--- config.mk ---
export PLATFORM = sky130hd
export DESIGN_NAME = div_seq_flat
export DESIGN_NICKNAME = d
export VERILOG_FILES = /design/src/rtl/div_seq_if.sv /design/src/rtl/div_seq.sv /design/src/flat_wrapper.sv
export SDC_FILE = /design/constraint.sdc
export NUM_CORES = 1
export LEC_CHECK = 0
export ABC_AREA = 1
export BUFFER_PORTS_ARGS = -buffer_cell sky130_fd_sc_hd__buf_2
export CAP_MARGIN = 20
export CORE_MARGIN = 2
export CORE_UTILIZATION = 45
export CTS_CLUSTER_DIAMETER = 150
export CTS_CLUSTER_SIZE = 14
export DETAILED_ROUTE_END_ITERATION = 12
export PLACE_DENSITY = 0.65
export RECOVER_POWER = 25
export SLEW_MARGIN = 20
export SYNTH_ARGS = -nofsm -noshare
export SYNTH_HDL_FRONTEND = slang
export SYNTH_SLANG_ARGS = --single-unit
export TNS_END_PERCENT = 10
--- constraint.sdc ---
create_clock -name clk -period 4.2 [get_ports clk]
set_clock_uncertainty 0.05 [all_clocks]
set_input_delay 0.42 -clock clk [delete_from_list [all_inputs] [get_ports clk]]
set_output_delay 0.42 -clock clk [all_outputs]
set_load 0.005 [all_outputs]
--- src/rtl/div_seq_if.sv ---
// Request/response bundle between the EX stage (master) and the iterative divider (slave).
interface div_seq_if;
    logic        signed_div_i;
    logic [31:0] opdata1_i;
    logic [31:0] opdata2_i;
    logic        start_i;
    logic        annul_i;
    logic [63:0] result_o;
    logic        ready_o;

    modport master (
        output signed_div_i, opdata1_i, opdata2_i, start_i, annul_i,
        input  result_o, ready_o
    );

    modport slave (
        input  signed_div_i, opdata1_i, opdata2_i, start_i, annul_i,
        output result_o, ready_o
    );
endinterface

--- src/rtl/div_seq.sv ---
// 32-step restoring shift-subtract divider for DIV/DIVU; returns {remainder, quotient}.
//  state   | meaning
//  FREE    | idle, waiting for start_i
//  DIVZERO | divisor was zero, result of 0 posted next edge
//  ON      | one restoring iteration per cycle, 32 cycles
//  END     | result held with ready_o until start_i drops
module div_seq (
    input  logic      clk,
    input  logic      rst,
    div_seq_if.slave  bus
);

    localparam logic [1:0] S_FREE    = 2'b00;
    localparam logic [1:0] S_DIVZERO = 2'b01;
    localparam logic [1:0] S_ON      = 2'b10;
    localparam logic [1:0] S_END     = 2'b11;

    logic [1:0]  state_q, state_d;
    logic [4:0]  cnt_q, cnt_d;
    logic [64:0] work_q, work_d;
    logic [31:0] divisor_q, divisor_d;
    logic        neg_quot_q, neg_quot_d;
    logic        neg_rem_q, neg_rem_d;
    logic [63:0] result_q, result_d;
    logic        ready_q, ready_d;

    logic [64:0] shifted;
    logic [32:0] diff;
    logic        fits;
    logic [64:0] step_w;
    logic [31:0] quot_fin;
    logic [31:0] rem_fin;
    logic        a_neg;
    logic        b_neg;
    logic [31:0] abs_a;
    logic [31:0] abs_b;

    always_comb begin
        shifted  = work_q << 1;
        diff     = shifted[64:32] - {1'b0, divisor_q};
        fits     = shifted[64:32] >= {1'b0, divisor_q};
        step_w   = fits ? {diff, shifted[31:1], 1'b1} : shifted;
        quot_fin = neg_quot_q ? (32'd0 - step_w[31:0])  : step_w[31:0];
        rem_fin  = neg_rem_q  ? (32'd0 - step_w[63:32]) : step_w[63:32];

        a_neg = bus.signed_div_i & bus.opdata1_i[31];
        b_neg = bus.signed_div_i & bus.opdata2_i[31];
        // 0x80000000 negates to itself, which is the right unsigned magnitude
        abs_a = a_neg ? (32'd0 - bus.opdata1_i) : bus.opdata1_i;
        abs_b = b_neg ? (32'd0 - bus.opdata2_i) : bus.opdata2_i;
    end

    always_comb begin
        state_d    = state_q;
        cnt_d      = cnt_q;
        work_d     = work_q;
        divisor_d  = divisor_q;
        neg_quot_d = neg_quot_q;
        neg_rem_d  = neg_rem_q;
        result_d   = result_q;
        ready_d    = ready_q;

        if (bus.annul_i) begin
            state_d  = S_FREE;
            ready_d  = 1'b0;
            result_d = 64'd0;
        end else begin
            case (state_q)
                S_FREE: begin
                    if (bus.start_i) begin
                        neg_quot_d = a_neg ^ b_neg;
                        neg_rem_d  = a_neg;
                        if (bus.opdata2_i == 32'd0) begin
                            state_d = S_DIVZERO;
                        end else begin
                            divisor_d = abs_b;
                            work_d    = {33'd0, abs_a};
                            cnt_d     = 5'd0;
                            state_d   = S_ON;
                        end
                    end
                end
                S_DIVZERO: begin
                    state_d  = S_END;
                    result_d = 64'd0;
                    ready_d  = 1'b1;
                end
                S_ON: begin
                    work_d = step_w;
                    cnt_d  = cnt_q + 5'd1;
                    if (cnt_q == 5'd31) begin
                        state_d  = S_END;
                        result_d = {rem_fin, quot_fin};
                        ready_d  = 1'b1;
                    end
                end
                S_END: begin
                    if (!bus.start_i) begin
                        state_d  = S_FREE;
                        ready_d  = 1'b0;
                        result_d = 64'd0;
                    end
                end
                default: begin
                    state_d  = S_FREE;
                    ready_d  = 1'b0;
                    result_d = 64'd0;
                end
            endcase
        end
    end

    always_ff @(posedge clk or negedge rst) begin
        if (!rst) begin
            state_q    <= S_FREE;
            cnt_q      <= 5'd0;
            work_q     <= 65'd0;
            divisor_q  <= 32'd0;
            neg_quot_q <= 1'b0;
            neg_rem_q  <= 1'b0;
            result_q   <= 64'd0;
            ready_q    <= 1'b0;
        end else begin
            state_q    <= state_d;
            cnt_q      <= cnt_d;
            work_q     <= work_d;
            divisor_q  <= divisor_d;
            neg_quot_q <= neg_quot_d;
            neg_rem_q  <= neg_rem_d;
            result_q   <= result_d;
            ready_q    <= ready_d;
        end
    end

    assign bus.result_o = result_q;
    assign bus.ready_o  = ready_q;

endmodule

--- src/flat_wrapper.sv ---
// flat-port wrapper written by rule: the top's interface ports become plain ports
module div_seq_flat 
  (clk, rst, bus_signed_div_i, bus_opdata1_i, bus_opdata2_i, bus_start_i, bus_annul_i, bus_result_o, bus_ready_o);
  div_seq_if bus_i ();
  input  logic clk;
  input  logic rst;
  input wire logic [$bits(bus_i.signed_div_i)-1:0] bus_signed_div_i;
  input wire logic [$bits(bus_i.opdata1_i)-1:0] bus_opdata1_i;
  input wire logic [$bits(bus_i.opdata2_i)-1:0] bus_opdata2_i;
  input wire logic [$bits(bus_i.start_i)-1:0] bus_start_i;
  input wire logic [$bits(bus_i.annul_i)-1:0] bus_annul_i;
  output wire logic [$bits(bus_i.result_o)-1:0] bus_result_o;
  output wire logic [$bits(bus_i.ready_o)-1:0] bus_ready_o;
  assign bus_i.signed_div_i = bus_signed_div_i;
  assign bus_i.opdata1_i = bus_opdata1_i;
  assign bus_i.opdata2_i = bus_opdata2_i;
  assign bus_i.start_i = bus_start_i;
  assign bus_i.annul_i = bus_annul_i;
  assign bus_result_o = bus_i.result_o;
  assign bus_ready_o = bus_i.ready_o;
  div_seq u_core (.clk(clk), .rst(rst), .bus(bus_i));
endmodule
==> impl_results.md, run 1 <==
* Status: finished, violations left
* Failing checks: max-capacitance violations, max-slew violations
* Critical path type: reg2reg
* Number of flops mapped to enable cells by yosys at 0
* Top_reg_cell synth: dfrtp_1
* Post-synthesis sequential area ratio at ~33%
* Die extent in x at 173 um
* First-pass GRT wire length at 65400 um
* GP Congestion at 0.961
* Hold path start: bus_annul_i
* Reg-to-reg critical path startpoint: u_core.work_q[59]
* CP max stage delay at 450 ps
* Actual slew at the worst max-slew pin at 1960 ps
* Synth warn at 0
* First DRT Iteration DRCs at 1186
* R2R cell count at 26
* Largest net degree at the start of global routing at 73
* CTS buffer count at 17
* GRT Util Overall at between 20% and 30%
* # setup viols final at 0
* Slack of the worst reg-to-reg path at 370 ps
* Crit-path max FO at 6
* Critical R2R Capture: u_core.bus.result_o[24]
* Root buf cell: clkbuf_16
* Most common cell on crit path: nand2_1
* WHS Endpoint: u_core.bus.ready_o
* Post-synth ARST share at 100%
* Clock Latency Late Sink at 440 ps
* Max capacitance violation total at 1
* DRT Pass-1 Iters at 6
* RSZ-0062 raised after global routing: false
* Initial antenna violation count at 0
* IO Pins at 134
* DRC violation count after routing at 0
* # Post-CTS Setup Buffers at 0
* Slowest CP cell: dfrtp_1
* Top cells by count, synth: nand2_1 (642), inv_1 (254), dfrtp_1 (170)
* DR vias at 12974
* Syn Area/Cell at roughly 6.6 um^2
* Worst setup SP type: register
* Final Max Slew Viols at 72
* TritonCTS clock tree: yes
* Fillers at 2913
* Synthesized area at 12900 um^2
* Post-route minimum period at around 3800 ps
* Critical Path Start: u_core.work_q[59]
* Clock sink count at 170
* Syn_nets at roughly 2100
* Setup_tns at 0 ps
* Top cell type's share of synthesized area at 33.1%
* Synth area leader: dfrtp_1
* Worst EP required at 4530 ps
* Max Fclk at 0.261 GHz
* Count leader, synth: nand2_1
* Port Buffers at 133
* Post-DP HPWL at roughly 32000 um
* Bufs on Longest Clock Path at 2
* Synth unique cells at 54
* Slew HR at -30.5%
* Overflow after GRT at 0
* CORE AREA at 27900 um^2
* Crit path DAT at approximately 4200 ps
* Footprint of the multi-input gates at 7320 um^2
* Layout cell share with drive strength beyond 1 at 12.4%
* # nets final at 2175
* CTS clk-pin slew, worst paths at roughly 70 ps
* Number of synthesized register bits at 170
* DRT antenna net count at 0
* Top cells by area, synth: dfrtp_1 (33%), nand2_1 (19%), inv_1 (7.4%)
* Antenna diodes at 0
* Die height at 173 um
* Routed WL per cell at 16.6 um
* Period Utilization, post-route at 91.3%
* Vias in the first global route at 12242
* Vias/cell at 5.29
* Crit. End Element: register
* WL final at 40700 um
* Worst hold stages at 2
* Die area at 30000 um^2
* Reg area at approximately 4300 um^2
* Hold/Removal Path Class: in2reg
* Final hold violation count at 0
* H-tree levels at 4
* Initial Util at 46.0%
* Cells after Synth at 1946
* Row count at 61
* Area grow syn2layout at 13.0%
## worst max-delay path: cells and delay by family, from the launching register on
kind                       cells  cell delay (ps)
AOI/OAI and AO/OA              3              550
buffers and inverters          4              240
adders and majority gates      2              500
DFF                            1              450
and+or+nand+nor               17             1990
## cell type report
class / instances / share of cell area, %
clock buffer: 20 / 3.14
clock inverter: 12 / 1.18
inverter: 269 / 6.96
multi-input combinational: 1449 / 50.4
sequential: 170 / 29.3
tap: 378 / 3.25
timing repair buffer: 156 / 5.84
## state kept, by name (all words and copies together), names as in the netlist
name	count
u_core.neg_quot_q	1
u_core.bus.result_o	64
u_core.cnt_q	5
u_core.divisor_q	32
u_core.bus.ready_o	1
u_core.state_q	2
u_core.neg_rem_q	1
u_core.work_q	64
## metrics by stage
step	hold WS [ps]	area [um^2]	setup WS, ps	utilization (%)	cells
2_1_floorplan	74.4	12900	594	-	1946
3_3_place_gp	409	13900	336	49.8	2421
3_5_place_dp	411	13900	282	49.8	2421
4_1_cts	215	14600	256	52.1	2454
5_1_grt	224	14500	9.19	52.0	2454
6_report	223	14500	367	52.0	2454
## timing repair
| item | in CTS | in global routing |
|---|---|---|
| setup endpoints to repair | 0 | 4 |
| hold endpoints to repair | 19 | 0 |
| resized for setup | 0 | 3 |
| hold buffers | 1 | 0 |
## worst max path at each step
stage / slack, ps / endpoint
CTS: 260 / u_core.bus.result_o[30]
global placement: 340 / u_core.bus.result_o[30]
global route: 9 / u_core.bus.result_o[30]
finish: 370 / u_core.bus.result_o[24]
detailed placement: 280 / u_core.bus.result_o[30]
floorplan: 590 / u_core.bus.result_o[30]
## placed cells by master, fill, tap and decap left out, types with 5 or more instances in the layout
| cell type | instances |
|---|---|
| a21oi_1 | 56 |
| a22oi_1 | 5 |
| buf_2 | 118 |
| buf_4 | 20 |
| clkbuf_1 | 15 |
| clkbuf_16 | 17 |
| dfrtp_1 | 170 |
| ha_1 | 42 |
| inv_1 | 253 |
| inv_2 | 13 |
| nand2_1 | 642 |
| nand2_2 | 28 |
| nand3_1 | 138 |
| nand4_1 | 14 |
| nor2_1 | 151 |
| nor2_2 | 14 |
| nor3_1 | 28 |
| nor4_1 | 12 |
| o211ai_1 | 5 |
| o21ai_0 | 131 |
| o21ai_1 | 12 |
| o221ai_1 | 24 |
| o22ai_1 | 11 |
| o31ai_1 | 5 |
| or2_2 | 8 |
| xnor2_1 | 19 |
| xor2_1 | 55 |
## per-layer routing
metal / GRT usage, % / share of wire, % / up-vias / wire length [um]
met3: 5.34 / 6.6 / 55 / 2680
met5: 0 / 0 / - / 0
met2: 42.2 / 44 / 398 / 18000
met1: 39.1 / 47 / 6055 / 19000
li1: - / - / 6466 / -
met4: 8.23 / 2.7 / 0 / 1080
## logic make-up (layout without fill, tap and decap cells)
family                   count (synthesis)  in the layout  synth area share (%)
XOR/XNOR                                74             74                  5.04
flip-flops                             170            170                  33.1
buffers and inverters                  327            457                  10.1
AO/OA/AOI/OAI                          265            265                  11.8
adder cells (fa/ha/maj)                 43             43                  4.24
multiplexers                             1              1                0.0778
AND/OR/NAND/NOR                       1066           1066                  35.7
Power of run 1 is left out: the tool's default activity adds up to more than one toggle a clock period on the data nets, which glitch-free logic cannot reach.
==> run 2: changes to the inputs <==
--- a/config.mk
+++ b/config.mk
@@ -8,7 +8,7 @@
 export ABC_AREA = 1
 export BUFFER_PORTS_ARGS = -buffer_cell sky130_fd_sc_hd__buf_2
 export CAP_MARGIN = 20
-export CORE_MARGIN = 2
+export CORE_MARGIN = 5
 export CORE_UTILIZATION = 45
 export CTS_CLUSTER_DIAMETER = 150
 export CTS_CLUSTER_SIZE = 14
==> run 2 against run 1 <==
- the run still ends with max-capacitance violations, max-slew violations left
- first-iteration DRC count fell by 3.7%
- utilization fell by 0.32 points
- final area fell by 0.34%
- die area rose by 7.1%
- sequential share of layout area rose by 0.10 points
- global-route usage fell by 1.3 points
- via count rose by 0.61%
- setup slack improved by 1.1 ps
- final cell count barely moved
- non-clock buffer count rose by 2
- critical path type unchanged
==> impl_results.md, run 2 (synthesis results as in run 1) <==
* Utilization after layout at between 50% and 60%
* Number of cells on the critical path at 29
* Crit. End Element: register
* Area post-placement at between 10000 and 15000 um^2
* Worst hold stages at 2
* Worst setup SP type: register
* Most common cell on crit path: nand2_1
* Worst Path Buf+Inv at 5
* Die extent in x at approximately 180 um
* R2R cell count at 29
* CP max stage delay at 360 ps
* Period Utilization, post-route at 91.2%
* Die area at 32100 um^2
* Clock Latency Late Sink at 440 ps
* Clock sink count at 170
* Vias in the first global route at 12371
* Die height at approximately 180 um
* Actual slew at the worst max-slew pin at 1960 ps
* CORE AREA at 28000 um^2
* Overflow after GRT at 0
* RSZ-0062 raised after global routing: true
* CTS buffer count at 17
* Vias/cell at 5.31
* Post-DP HPWL at 32600 um
* First DRT Iteration DRCs at 1142
* Status: finished, violations left
* IO Pins at around 130
* Routed WL per cell at 16.9 um
* Post-route minimum period at 3830 ps
* TritonCTS clock tree: yes
* Final Max Slew Viols at 75
* # setup viols final at 0
* Bufs on Longest Clock Path at 2
* Area grow syn2layout at 12.6%
* DRC violation count after routing at 0
* GRT Util Overall at 26.1%
* Crit-path max FO at 6
* GP Congestion at 0.996
* Setup_tns at 0 ps
* Hold/Removal Path Class: in2reg
* # Post-CTS Setup Buffers at 0
* Slowest CP cell: dfrtp_1
* Worst EP required at 4530 ps
* Initial Util at approximately 46%
* DR vias at 13053
* Max Fclk at 0.261 GHz
* Root buf cell: clkbuf_16
* Placed cells at 2423
* Layout cell share with drive strength beyond 1 at about an eighth
* CTS clk-pin slew, worst paths at 70 ps
* Most common cell after layout, fill and taps aside: nand2_1
* Crit path DAT at around 4200 ps
* Commonest non-fill, non-tap cells in the layout: nand2_1 (642), inv_1 (253), dfrtp_1 (170)
* Slew HR at -30.4%
* Failing checks: max-capacitance violations, max-slew violations
* Max capacitance violation total at 1
* Final hold violation count at 0
* Antenna diodes at 0
* # nets final at 2177
* First-pass GRT wire length at 65800 um
* WL final at 41500 um
* DRT antenna net count at 0
* Cell family with the largest share of critical-path delay: simple AND/OR/NAND/NOR gates
* Cell area after layout at 14500 um^2
* H-tree levels at 4
* Largest net degree at the start of global routing at 75
* Row count at 61
* Initial antenna violation count at 2
* Layout Cells excl Fill at 2456
* DRT Pass-1 Iters at 8
* Critical path type: reg2reg
* Port Buffers at 133
[run 2: cell types whose count changed in the layout (fill, tap and decap cells not counted), sizes merged]
cell      delta
clkbuf       +6
buf          -6
clkinv       +1
bufinv       -4
clkinvlp     -3
inv          +8
[run 2: path summary, 6_finish.rpt]
path                                              start                       to  slack (ps)
worst max-delay path                u_core.divisor_q[3]  u_core.bus.result_o[24]         370
worst min-delay path                        bus_annul_i       u_core.bus.ready_o         220
worst max register to register      u_core.divisor_q[3]  u_core.bus.result_o[24]         370
worst min register to register  u_core.bus.result_o[48]  u_core.bus.result_o[48]         440
max in group asynchronous                           rst      u_core.divisor_q[6]        1620
min in group asynchronous                           rst        u_core.work_q[55]        1010
[run 2: worst register-to-register path: cells and delay by family (launching register included)]
kind,cells,cell delay (ps)
buffers and inverters,5,290
AO/OA/AOI/OAI,2,380
AND/OR/NAND/NOR,20,2210
flip-flops,1,360
adder cells (fa/ha/maj),2,480
[run 2: routing by layer]
layer | track usage, % | share of wire (%) | vias up
li1 | - | - | 6464
met1 | 37.7 | 47 | 6102
met2 | 42.0 | 46 | 438
met3 | 3.23 | 5.6 | 49
met4 | 6.11 | 2.0 | 0
met5 | 0 | 0 | -
[run 2: per-stage QoR]
stage / hold WS [ps] / worst slack, ps
finish: 223 / 368
global route: 217 / -31.4
CTS: 214 / 301
detailed placement: 415 / 330
global placement: 408 / 353
floorplan: 74.4 / 594
[run 2: cell type report]
| class | instances | area, um^2 |
|---|---|---|
| flip-flops and latches | 170 | 4250 |
| well taps | 378 | 473 |
| clock buffers | 18 | 429 |
| inverters | 269 | 1010 |
| multi-input cells | 1449 | 7320 |
| clock inverters | 14 | 170 |
| repair buffers | 158 | 827 |
| fillers | 2931 | 13500 |
[run 2: timing repair]
item | CTS | global route
endpoints found under the hold margin | 38 | 0
hold buffers | 1 | 0
resized for setup | 0 | 3
endpoints found under the setup margin | 0 | 4
Power of run 2 is left out for the same reason.
==> run 3: changes to the inputs <==
--- a/config.mk
+++ b/config.mk
@@ -6,14 +6,16 @@
 export NUM_CORES = 1
 export LEC_CHECK = 0
 export ABC_AREA = 1
-export BUFFER_PORTS_ARGS = -buffer_cell sky130_fd_sc_hd__buf_2
 export CAP_MARGIN = 20
+export CELL_PAD_IN_SITES_DETAIL_PLACEMENT = 2
+export CELL_PAD_IN_SITES_GLOBAL_PLACEMENT = 2
 export CORE_MARGIN = 5
-export CORE_UTILIZATION = 45
+export CORE_UTILIZATION = 36
 export CTS_CLUSTER_DIAMETER = 150
 export CTS_CLUSTER_SIZE = 14
 export DETAILED_ROUTE_END_ITERATION = 12
-export PLACE_DENSITY = 0.65
+export DONT_BUFFER_PORTS = 1
+export PLACE_DENSITY = 0.82
 export RECOVER_POWER = 25
 export SLEW_MARGIN = 20
 export SYNTH_ARGS = -nofsm -noshare
==> constraint.sdc (replaced) <==
create_clock -name clk -period 4.2 [get_ports clk]
set_clock_uncertainty 0.05 [all_clocks]
set_input_delay 0.21 -clock clk [delete_from_list [all_inputs] [get_ports clk]]
set_output_delay 0.21 -clock clk [all_outputs]
set_load 0.005 [all_outputs]
==> run 3 against run 2 <==
- the flow still finishes with violations (max-capacitance violations, max-slew violations)
- die area increased by 24%
- first-iteration DRC count decreased by 40%
- critical path depth unchanged
- utilization decreased by 11 points
- critical path type unchanged
- highest routed layer is now met5
- clock-buffer cell count increased by 1
- wire length increased by 37%
- maximum frequency decreased by 4.1%
==> impl_results.md, run 3 (synthesis results as in run 1) <==
* Max Fclk at 0.250 GHz
* Clock Latency Late Sink at 470 ps
* DRT Pass-1 Iters at 5
* IO Pins at 134
* Critical path type: reg2reg
* GRT Util Overall at 28.4%
* Routed WL per cell at 23.1 um
* Die extent in x at approximately 200 um
* First DRT Iteration DRCs at 680
* Crit-path max FO at 6
* Crit. End Element: register
* WL final at 56700 um
* Worst Path Buf+Inv at 7
* R2R cell count at 29
* Met2 Wirelength at 28000 um
* Layout cell share with drive strength beyond 1 at just under 8%
* Crit path DAT at 4300 ps
* Placed cells at 2375
* GP Congestion at 0.898
* Root buf cell: clkbuf_16
* Failing checks: max-capacitance violations, max-slew violations
* Overflow after GRT at 0
* Status: finished, violations left
* DRT antenna net count at 0
* Clock sink count at 170
* Period Utilization, post-route at 95.2%
* Critical R2R Capture: u_core.bus.result_o[30]
* Bufs on Longest Clock Path at 2
* Port Buffers at 0
* CTS clk-pin slew, worst paths at 80 ps
* Worst EP required at 4500 ps
* Most common cell on crit path: nand2_1
* Initial antenna violation count at 4
* Slack of the worst reg-to-reg path at 200 ps
* H-tree levels at 4
* Layout Cells excl Fill at 2458
* CTS buffer count at 17
* Post-route minimum period at 4000 ps
* Commonest non-fill, non-tap cells in the layout: nand2_1 (641), inv_1 (253), dfrtp_1 (170)
* Highest metal used: met5
* CP max stage delay at between 300 and 400 ps
* Vias/cell at 5.56
* Final Max Slew Viols at 171
* Actual slew at the worst max-slew pin at roughly 2600 ps
* Hold/Removal Path Class: in2reg
* Reg-to-reg critical path startpoint: u_core.divisor_q[15]
* Wire length on met3 at about 2800 um
* WHS Endpoint: u_core.divisor_q[3]
* Slowest CP cell: dfrtp_1
* Most common cell after layout, fill and taps aside: nand2_1
* # nets final at 2096
* Initial Util at around 36%
* Hold path start: bus_opdata2_i[3]
* Die area at 39600 um^2
* DR vias at 13669
* WL met1 at ~24000 um
* Area grow syn2layout at 12.7%
* DRC violation count after routing at 0
* Post-DP HPWL at between 40000 and 50000 um
* TritonCTS clock tree: yes
* CORE AREA at 35400 um^2
* Die height at 199 um
* First-pass GRT wire length at 87100 um
* Slew HR at -73.7%
* Final hold violation count at 0
* Worst setup SP type: register
* Antenna diodes at 0
* Largest net degree at the start of global routing at ~170
* # setup viols final at 0
* Cell family with the largest share of critical-path delay: simple AND/OR/NAND/NOR gates
* Vias in the first global route at 14964
* Max capacitance violation total at 1
* Worst hold slack at 13.1 ps
* Worst hold stages at 3
* Row count at 69
run 3: cell types whose count changed in the layout (fill, tap and decap cells not counted), moves of 3 or more:
cell,before,now
clkinv_8,6,1
buf_4,24,27
ha_1,42,38
clkbuf_1,23,1
dlygate4sd3_1,1,49
inv_6,7,3
buf_2,109,0
clkinv_2,0,3
run 3: worst min-delay path, stage by stage:
cell and delay [ps]:
inv_1 40, xor2_1 130, o21ai_0 90
run 3: metal layers:
layer | GRT usage, % | up-vias
met3 | 5.42 | 112
met4 | 9.45 | 2
met1 | 35.9 | 6918
li1 | - | 6291
met5 | 0 | -
met2 | 48.8 | 346
run 3: worst max-delay path by stage:
stage | cells past startpoint | endpoint | from | slack [ps]
after floorplan | 30 | u_core.bus.result_o[30] | u_core.work_q[39] | 590
after global placement | 28 | u_core.bus.result_o[30] | u_core.work_q[39] | 300
after detailed placement | 28 | u_core.bus.result_o[30] | u_core.work_q[39] | 120
after CTS | 29 | u_core.bus.result_o[30] | u_core.divisor_q[15] | 10
after global routing | 29 | u_core.bus.result_o[30] | u_core.divisor_q[16] | -60
final | 29 | u_core.bus.result_o[30] | u_core.divisor_q[15] | 200
run 3: stage by stage:
stage | util [%] | worst slack, ps | TNS [ps] | area (um^2)
after floorplan | - | 594 | 0 | 12900
after global placement | 37.7 | 297 | 0 | 13300
after detailed placement | 37.7 | 123 | 0 | 13300
after CTS | 40.7 | 13.6 | 0 | 14400
after global routing | 41.0 | -59.2 | -74.3 | 14500
final | 41.0 | 202 | 0 | 14500
run 3: timing repair:
action,CTS,global route
pin swaps,0,1
hold buffers,48,2
resized for setup,1,14
endpoints found under the setup margin,2,8
buffers inserted,0,1
hold endpoints to repair,221,170
run 3: area by class of cell:
type	count	area, um^2
Fill cell	4342	20900
Multi-Input combinational cell	1449	7380
Sequential cell	170	4250
Inverter	269	1010
Timing Repair Buffer	77	701
Tap cell	461	577
Clock buffer	19	443
Clock inverter	13	135
Power of run 3 is left out for the same reason.
